File: src/rtl/order_if.sv
// ----------------------------------------------------------------------------
// order_if
// Purpose : byte-stream link from the order transmitter to the exchange side.
//           One byte moves on every cycle where order_valid and order_ready
//           are both high; order_last marks the final byte of a frame.
// Signals :
//   order_data  [7:0]  frame byte              (master -> slave)
//   order_valid        order_data is valid     (master -> slave)
//   order_last         final byte of a frame   (master -> slave)
//   order_ready        sink accepts the byte   (slave  -> master)
// Modports: master (transmitter), slave (exchange link / testbench sink)
// ----------------------------------------------------------------------------
interface order_if;
    logic [7:0] order_data;
    logic       order_valid;
    logic       order_last;
    logic       order_ready;

    modport master (
        output order_data,
        output order_valid,
        output order_last,
        input  order_ready
    );

    modport slave (
        input  order_data,
        input  order_valid,
        input  order_last,
        output order_ready
    );
endinterface

File: src/rtl/order_tx.sv
// ----------------------------------------------------------------------------
// order_tx
// Purpose : accepts buy/sell decisions, enforces a net-position limit and a
//           post-order cooldown, and serialises each accepted decision into a
//           5-byte frame (A5, side, qty, price, checksum) on a valid/ready
//           byte stream. Net position changes only when a frame completes.
// Parameters:
//   MAX_POS   absolute net-position limit (1..127)
//   QTY       quantity per order (1..MAX_POS)
//   COOLDOWN  idle cycles after a completed frame (0 = none)
// Ports:
//   clk, rst        clock, synchronous active-high reset
//   buy_signal      request a buy this cycle (level)
//   sell_signal     request a sell this cycle (level)
//   price [7:0]     price latched with an accepted signal
//   ord             order byte stream (master side of order_if)
//   position [7:0]  signed net position
//   busy            high while sending a frame or cooling down
//   drop_count[7:0] rejected-signal cycles, saturating at 255
// ----------------------------------------------------------------------------
module order_tx #(
    parameter logic [7:0] MAX_POS  = 8'd4,
    parameter logic [7:0] QTY      = 8'd1,
    parameter logic [7:0] COOLDOWN = 8'd8
) (
    input  logic        clk,
    input  logic        rst,
    input  logic        buy_signal,
    input  logic        sell_signal,
    input  logic [7:0]  price,
    order_if.master     ord,
    output logic [7:0]  position,
    output logic        busy,
    output logic [7:0]  drop_count
);

    typedef enum logic [1:0] {
        IDLE = 2'd0,
        SEND = 2'd1,
        COOL = 2'd2
    } state_t;

    localparam logic [7:0] SYNC_BYTE = 8'hA5;
    localparam logic [7:0] BUY_BYTE  = 8'h42;
    localparam logic [7:0] SELL_BYTE = 8'h53;

    state_t     state_q, state_d;
    logic [2:0] idx_q, idx_d;
    logic       side_buy_q, side_buy_d;
    logic [7:0] price_q, price_d;
    logic [7:0] pos_q, pos_d;
    logic [7:0] drop_q, drop_d;
    logic [7:0] cool_q, cool_d;

    logic        reject;
    logic        beat;
    logic        buy_ok;
    logic        sell_ok;
    logic [7:0]  side_byte;
    logic [7:0]  frame_byte;
    logic signed [9:0] pos_ext;
    logic signed [9:0] qty_ext;
    logic signed [9:0] max_ext;

    // Position limit checks are done two bits wider than the position so
    // that pos +/- QTY can be compared against +/-MAX_POS without wrapping.
    always_comb begin
        pos_ext = $signed({{2{pos_q[7]}}, pos_q});
        qty_ext = $signed({2'b00, QTY});
        max_ext = $signed({2'b00, MAX_POS});
        buy_ok  = (pos_ext + qty_ext) <= max_ext;
        sell_ok = (pos_ext - qty_ext) >= -max_ext;
    end

    // Frame byte selected by the current byte index. The checksum is rebuilt
    // from the latched side and price so nothing extra needs storing.
    always_comb begin
        side_byte  = side_buy_q ? BUY_BYTE : SELL_BYTE;
        frame_byte = 8'h00;
        case (idx_q)
            3'd0:    frame_byte = SYNC_BYTE;
            3'd1:    frame_byte = side_byte;
            3'd2:    frame_byte = QTY;
            3'd3:    frame_byte = price_q;
            3'd4:    frame_byte = side_byte ^ QTY ^ price_q;
            default: frame_byte = 8'h00;
        endcase
    end

    // A byte leaves only when we present it and the sink takes it.
    assign beat = (state_q == SEND) && ord.order_ready;

    // Next-state and datapath logic. IDLE decides accept/reject, SEND walks
    // the five bytes under back-pressure and commits the position on the
    // last one, COOL counts down before new signals are honoured. Any signal
    // seen outside IDLE, and any refused signal in IDLE, counts as a drop.
    always_comb begin
        state_d    = state_q;
        idx_d      = idx_q;
        side_buy_d = side_buy_q;
        price_d    = price_q;
        pos_d      = pos_q;
        cool_d     = cool_q;
        reject     = 1'b0;

        case (state_q)
            IDLE: begin
                if (buy_signal && sell_signal) begin
                    reject = 1'b1;
                end else if (buy_signal) begin
                    if (buy_ok) begin
                        side_buy_d = 1'b1;
                        price_d    = price;
                        idx_d      = 3'd0;
                        state_d    = SEND;
                    end else begin
                        reject = 1'b1;
                    end
                end else if (sell_signal) begin
                    if (sell_ok) begin
                        side_buy_d = 1'b0;
                        price_d    = price;
                        idx_d      = 3'd0;
                        state_d    = SEND;
                    end else begin
                        reject = 1'b1;
                    end
                end
            end

            SEND: begin
                reject = buy_signal | sell_signal;
                if (beat) begin
                    if (idx_q == 3'd4) begin
                        pos_d  = side_buy_q ? (pos_q + QTY) : (pos_q - QTY);
                        idx_d  = 3'd0;
                        cool_d = COOLDOWN;
                        if (COOLDOWN == 8'd0) begin
                            state_d = IDLE;
                        end else begin
                            state_d = COOL;
                        end
                    end else begin
                        idx_d = idx_q + 3'd1;
                    end
                end
            end

            COOL: begin
                reject = buy_signal | sell_signal;
                if (cool_q <= 8'd1) begin
                    cool_d  = 8'd0;
                    state_d = IDLE;
                end else begin
                    cool_d = cool_q - 8'd1;
                end
            end

            default: begin
                state_d = IDLE;
            end
        endcase

        drop_d = drop_q;
        if (reject && (drop_q != 8'hFF)) begin
            drop_d = drop_q + 8'd1;
        end
    end

    // State register. Reset aborts any frame in flight without touching the
    // position beyond clearing it.
    always_ff @(posedge clk) begin
        if (rst) begin
            state_q    <= IDLE;
            idx_q      <= 3'd0;
            side_buy_q <= 1'b0;
            price_q    <= 8'h00;
            pos_q      <= 8'h00;
            drop_q     <= 8'h00;
            cool_q     <= 8'd0;
        end else begin
            state_q    <= state_d;
            idx_q      <= idx_d;
            side_buy_q <= side_buy_d;
            price_q    <= price_d;
            pos_q      <= pos_d;
            drop_q     <= drop_d;
            cool_q     <= cool_d;
        end
    end

    // Outputs come straight from registered state, so data/last stay stable
    // while the sink stalls and valid cannot drop mid-frame.
    always_comb begin
        ord.order_valid = (state_q == SEND);
        ord.order_last  = (state_q == SEND) && (idx_q == 3'd4);
        ord.order_data  = (state_q == SEND) ? frame_byte : 8'h00;
        position        = pos_q;
        busy            = (state_q != IDLE);
        drop_count      = drop_q;
    end

endmodule

File: src/flat_wrapper.sv
// flat-port wrapper written by rule: the top's interface ports become plain ports
module order_tx_flat 
#(
    parameter logic [7:0] MAX_POS  = 8'd4,
    parameter logic [7:0] QTY      = 8'd1,
    parameter logic [7:0] COOLDOWN = 8'd8
)
  (clk, rst, buy_signal, sell_signal, price, position, busy, drop_count, ord_order_data, ord_order_valid, ord_order_last, ord_order_ready);
  order_if ord_i ();
  input  logic clk;
  input  logic rst;
  input  logic buy_signal;
  input  logic sell_signal;
  input  logic [7:0] price;
  output logic [7:0] position;
  output logic busy;
  output logic [7:0] drop_count;
  output wire logic [$bits(ord_i.order_data)-1:0] ord_order_data;
  output wire logic [$bits(ord_i.order_valid)-1:0] ord_order_valid;
  output wire logic [$bits(ord_i.order_last)-1:0] ord_order_last;
  input wire logic [$bits(ord_i.order_ready)-1:0] ord_order_ready;
  assign ord_order_data = ord_i.order_data;
  assign ord_order_valid = ord_i.order_valid;
  assign ord_order_last = ord_i.order_last;
  assign ord_i.order_ready = ord_order_ready;
  order_tx #(.MAX_POS(MAX_POS), .QTY(QTY), .COOLDOWN(COOLDOWN)) u_core (.clk(clk), .rst(rst), .buy_signal(buy_signal), .sell_signal(sell_signal), .price(price), .ord(ord_i), .position(position), .busy(busy), .drop_count(drop_count));
endmodule
File: config.mk
export PLATFORM = sky130hd
export DESIGN_NAME = order_tx_flat
export DESIGN_NICKNAME = d
export VERILOG_FILES = /design/src/rtl/order_if.sv /design/src/rtl/order_tx.sv /design/src/flat_wrapper.sv
export SDC_FILE = /design/constraint.sdc
export NUM_CORES = 1
export LEC_CHECK = 0
export ABC_AREA = 1
export CAP_MARGIN = 15
export CELL_PAD_IN_SITES_DETAIL_PLACEMENT = 0
export CELL_PAD_IN_SITES_GLOBAL_PLACEMENT = 1
export CORE_AREA = 2 2 103 65
export CTS_BUF_LIST = sky130_fd_sc_hd__clkbuf_4
export DETAILED_ROUTE_END_ITERATION = 10
export DIE_AREA = 0 0 105 67
export GPL_ROUTABILITY_DRIVEN = 0
export HOLD_SLACK_MARGIN = 0.15
export PLACE_DENSITY = 0.89
export SYNTH_ARGS = -nofsm -noshare
export SYNTH_HDL_FRONTEND = slang
export SYNTH_SLANG_ARGS = --single-unit
File: constraint.sdc
create_clock -name clk -period 4.2 [get_ports clk]
set_input_delay 0.63 -clock clk [delete_from_list [all_inputs] [get_ports clk]]
set_output_delay 0.63 -clock clk [all_outputs]
set_load 0.1 [all_outputs]
==> results.json <==
{
  "portBuffers": 39,
  "cap_violations": 0,
  "drt-vias-per-instance": 4.90,
  "power.leakage_nw": 1.41,
  "place_area_um2": 3080,
  "ctsRootBufferMaster": "clkbuf_4",
  "grt.total_usage": 0.185,
  "grt_antenna_before_repair": 0,
  "die_h_um": 67,
  "cp_cell_sequence": "inv_1 > ha_1 > inv_2 > nor2_4 > clkdlybuf4s50_1",
  "dpl.cell_count": 483,
  "highest_layer": "met4",
  "startpoint_type": "flop",
  "yosysSeqAreaShare": 0.290,
  "arrival_ns": 2.54,
  "worstPathRequired_ns": 3.57,
  "pre_cts_slack_ns": 1.43,
  "antenna_left": 0,
  "r2r_cells": 9,
  "yosys_register_bits": 38,
  "cts_tree": "done",
  "holdCritStartpoint": "u_core.cool_q[7]",
  "power_density_nw_per_um2": 556,
  "mappedNetlistNets": 396,
  "clock_latency_ns": 0.35,
  "finalCritPeriodShare": 0.754,
  "crit_path_end_kind": "output port",
  "finalPower_mw": 1.75,
  "worstSetupPathType": "reg2out",
  "wl_um": 5940,
  "die_area_um2": 7040,
  "fmax_ghz": 0.316,
  "drive_above_1_share": 0.121,
  "clockBufferDepth": 2,
  "syn_inst": 364,
  "r2r_end": "u_core.position[7]",
  "crit_buf_inv": 3,
  "antennaDiodeCount": 0,
  "wl_met1_um": 3330,
  "path_delay_family": "buffers and inverters",
  "wl_met3_um": 307,
  "cts_resized": 0,
  "hold_ws_ns": 0.506,
  "top_level_ports": 40,
  "grt_max_degree": 19,
  "setup_ws_ns": 1.03,
  "syn_avg_cell_area_um2": 7.21,
  "setup_tns_ns": 0,
  "status": "complete, no violations",
  "yosysUniqueCellTypes": 42,
  "tightest_slew_ns": 0.972,
  "clk_pin_slew_ns": 0.11,
  "worstHoldPathType": "reg2reg",
  "cpPeakStageDelay_ns": 1.14,
  "rsz0062_at_grt": "no",
  "grt_pass1_wl_um": 10300,
  "hold_buffers": 0,
  "firstDrtPassIters": 4,
  "regToRegStartpoint": "u_core.side_buy_q",
  "finalMaxSlewViolations": 0,
  "finalHoldViolations": 0,
  "period_needed_ns": 3.17,
  "instances_no_fill": 490,
  "holdPathEnd": "u_core.cool_q[7]",
  "post_cts.repair.setup_buffers": 0,
  "grt_pass1_vias": 2131,
  "start_util": 0.437,
  "vias": 2400,
  "ir_worst_vdd_mv": 0.373,
  "gr-total-overflow": 0,
  "layout.nets": 438,
  "hold_depth": 2,
  "multi_input_area_um2": 1660,
  "cts.sinks": 38,
  "clock_skew_ns": 0.0137,
  "ctsHtreeMaxLevel": 2,
  "yosys_warnings": 0,
  "rows": 22,
  "dpl.hpwl_um": 4530,
  "detail_route.wl_per_cell_um": 12.1,
  "critPathMaxFanout": 5,
  "met2_length_um": 2250,
  "cts_buffers": 5,
  "core_area_um2": 6000,
  "design_area_um2": 3150,
  "nFillCells": 615,
  "cp_slowest_cell": "clkdlybuf4s50_1",
  "setup_viol": 0,
  "syn_area_um2": 2630,
  "rrSetupSlack_ns": 2.07,
  "die_w_um": 105,
  "syn_to_final_growth_pct": 19.9,
  "final-seq-area_um2": 761,
  "maxSlewHeadroom": 0.350,
  "final_core_util": 0.525,
  "drc": 0,
  "drtIter0Drc": 138
}
[per-layer routing]
metal / GRT usage / vias to the layer above
met1: 0.286 / 1063
li1: - / 1282
met4: 0.0350 / 0
met5: 0 / -
met2: 0.259 / 47
met3: 0.0391 / 8
[cells in the mapped netlist (all sizes together)]
master | n | share of area
and3 | 1 | 0.0024
o211ai | 1 | 0.0029
or3 | 1 | 0.0024
nor3 | 13 | 0.025
nand4 | 2 | 0.010
o311ai | 2 | 0.0067
o21ai | 28 | 0.069
clkbuf | 3 | 0.0043
buf | 1 | 0.0043
o41ai | 1 | 0.0033
xor2 | 11 | 0.037
o221ai | 1 | 0.0033
dlygate4sd1 | 1 | 0.0033
fa | 1 | 0.0076
nand3b | 1 | 0.0029
xnor2 | 6 | 0.020
nor2 | 66 | 0.11
ha | 18 | 0.086
nand3 | 26 | 0.060
nand2 | 57 | 0.097
a31oi | 1 | 0.0024
or2 | 3 | 0.0072
dfxtp | 38 | 0.29
a2111oi | 1 | 0.0033
inv | 45 | 0.065
a21oi | 33 | 0.064
a211oi | 2 | 0.0057
[power by group]
group | internal, mW | switching [mW] | total, mW
registers | 0.438 | 0.0693 | 0.507
clock network | 0.120 | 0.122 | 0.242
logic | 0.301 | 0.699 | 1.00
[worst register-to-register path, cell delays in order, from the launching register on]
cell and delay, ns:
dfxtp_1 0.51, inv_1 0.23, ha_1 0.40, a21oi_1 0.22, nand2_1 0.11, nand2_1 0.08
o311ai_0 0.15, xor2_1 0.17, nand2_1 0.08, a21oi_1 0.06
[sequential cells by signal (all words and copies together), names as in the netlist]
| register | cells |
|---|---|
| u_core.cool_q | 8 |
| u_core.drop_count | 8 |
| u_core.idx_q | 3 |
| u_core.position | 8 |
| u_core.price_q | 8 |
| u_core.side_buy_q | 1 |
| u_core.state_q | 2 |
[worst max-delay path by stage]
stage,start,to,slack (ns),cells past startpoint
after floorplan,u_core.state_q[1],ord_order_data[1],0.27,6
after global placement,u_core.state_q[1],ord_order_last,1.48,5
after detailed placement,u_core.state_q[1],ord_order_last,1.43,5
after CTS,u_core.state_q[1],ord_order_last,1.03,5
after global routing,u_core.state_q[1],ord_order_last,0.91,5
final,u_core.state_q[1],ord_order_last,1.03,5
[final cells by class]
cell class / count / area share
Tap cell: 84 / 0.0334
Sequential cell: 38 / 0.242
Timing Repair Buffer: 40 / 0.120
Clock buffer: 5 / 0.0119
Multi-Input combinational cell: 276 / 0.528
Clock inverter: 2 / 0.0107
Inverter: 45 / 0.0545
[cells in the final DEF (no fill, tap or decap), types with 2 or more instances in the layout]
master / Yosys / layout
dfxtp_1: 38 / 38
xor2_1: 11 / 11
o311ai_0: 2 / 2
xnor2_1: 6 / 6
clkdlybuf4s50_1: 0 / 31
or2_2: 2 / 2
o21ai_2: 2 / 2
buf_4: 0 / 9
nor2_2: 3 / 3
nand3_1: 22 / 22
nand2_1: 47 / 47
nor2_4: 4 / 4
nor2_1: 58 / 58
nand2_2: 7 / 7
inv_1: 42 / 42
nand3_2: 3 / 3
nor3_1: 13 / 13
a21oi_1: 32 / 32
o21ai_0: 13 / 13
a211oi_1: 2 / 2
o21ai_4: 3 / 3
nand2_4: 3 / 3
ha_1: 18 / 18
o21ai_1: 10 / 10
inv_2: 2 / 2
clkbuf_4: 0 / 5
[logic make-up (layout without fill, tap and decap cells)]
family / after synthesis / in the layout / synth area share
fa+ha+maj: 19 / 19 / 0.0934
buf+inv: 50 / 92 / 0.0772
xor+xnor: 17 / 17 / 0.0567
simple gates: 170 / 170 / 0.322
compound gates: 70 / 70 / 0.161
flops: 38 / 38 / 0.290
Power figures use the tool's default switching activity.
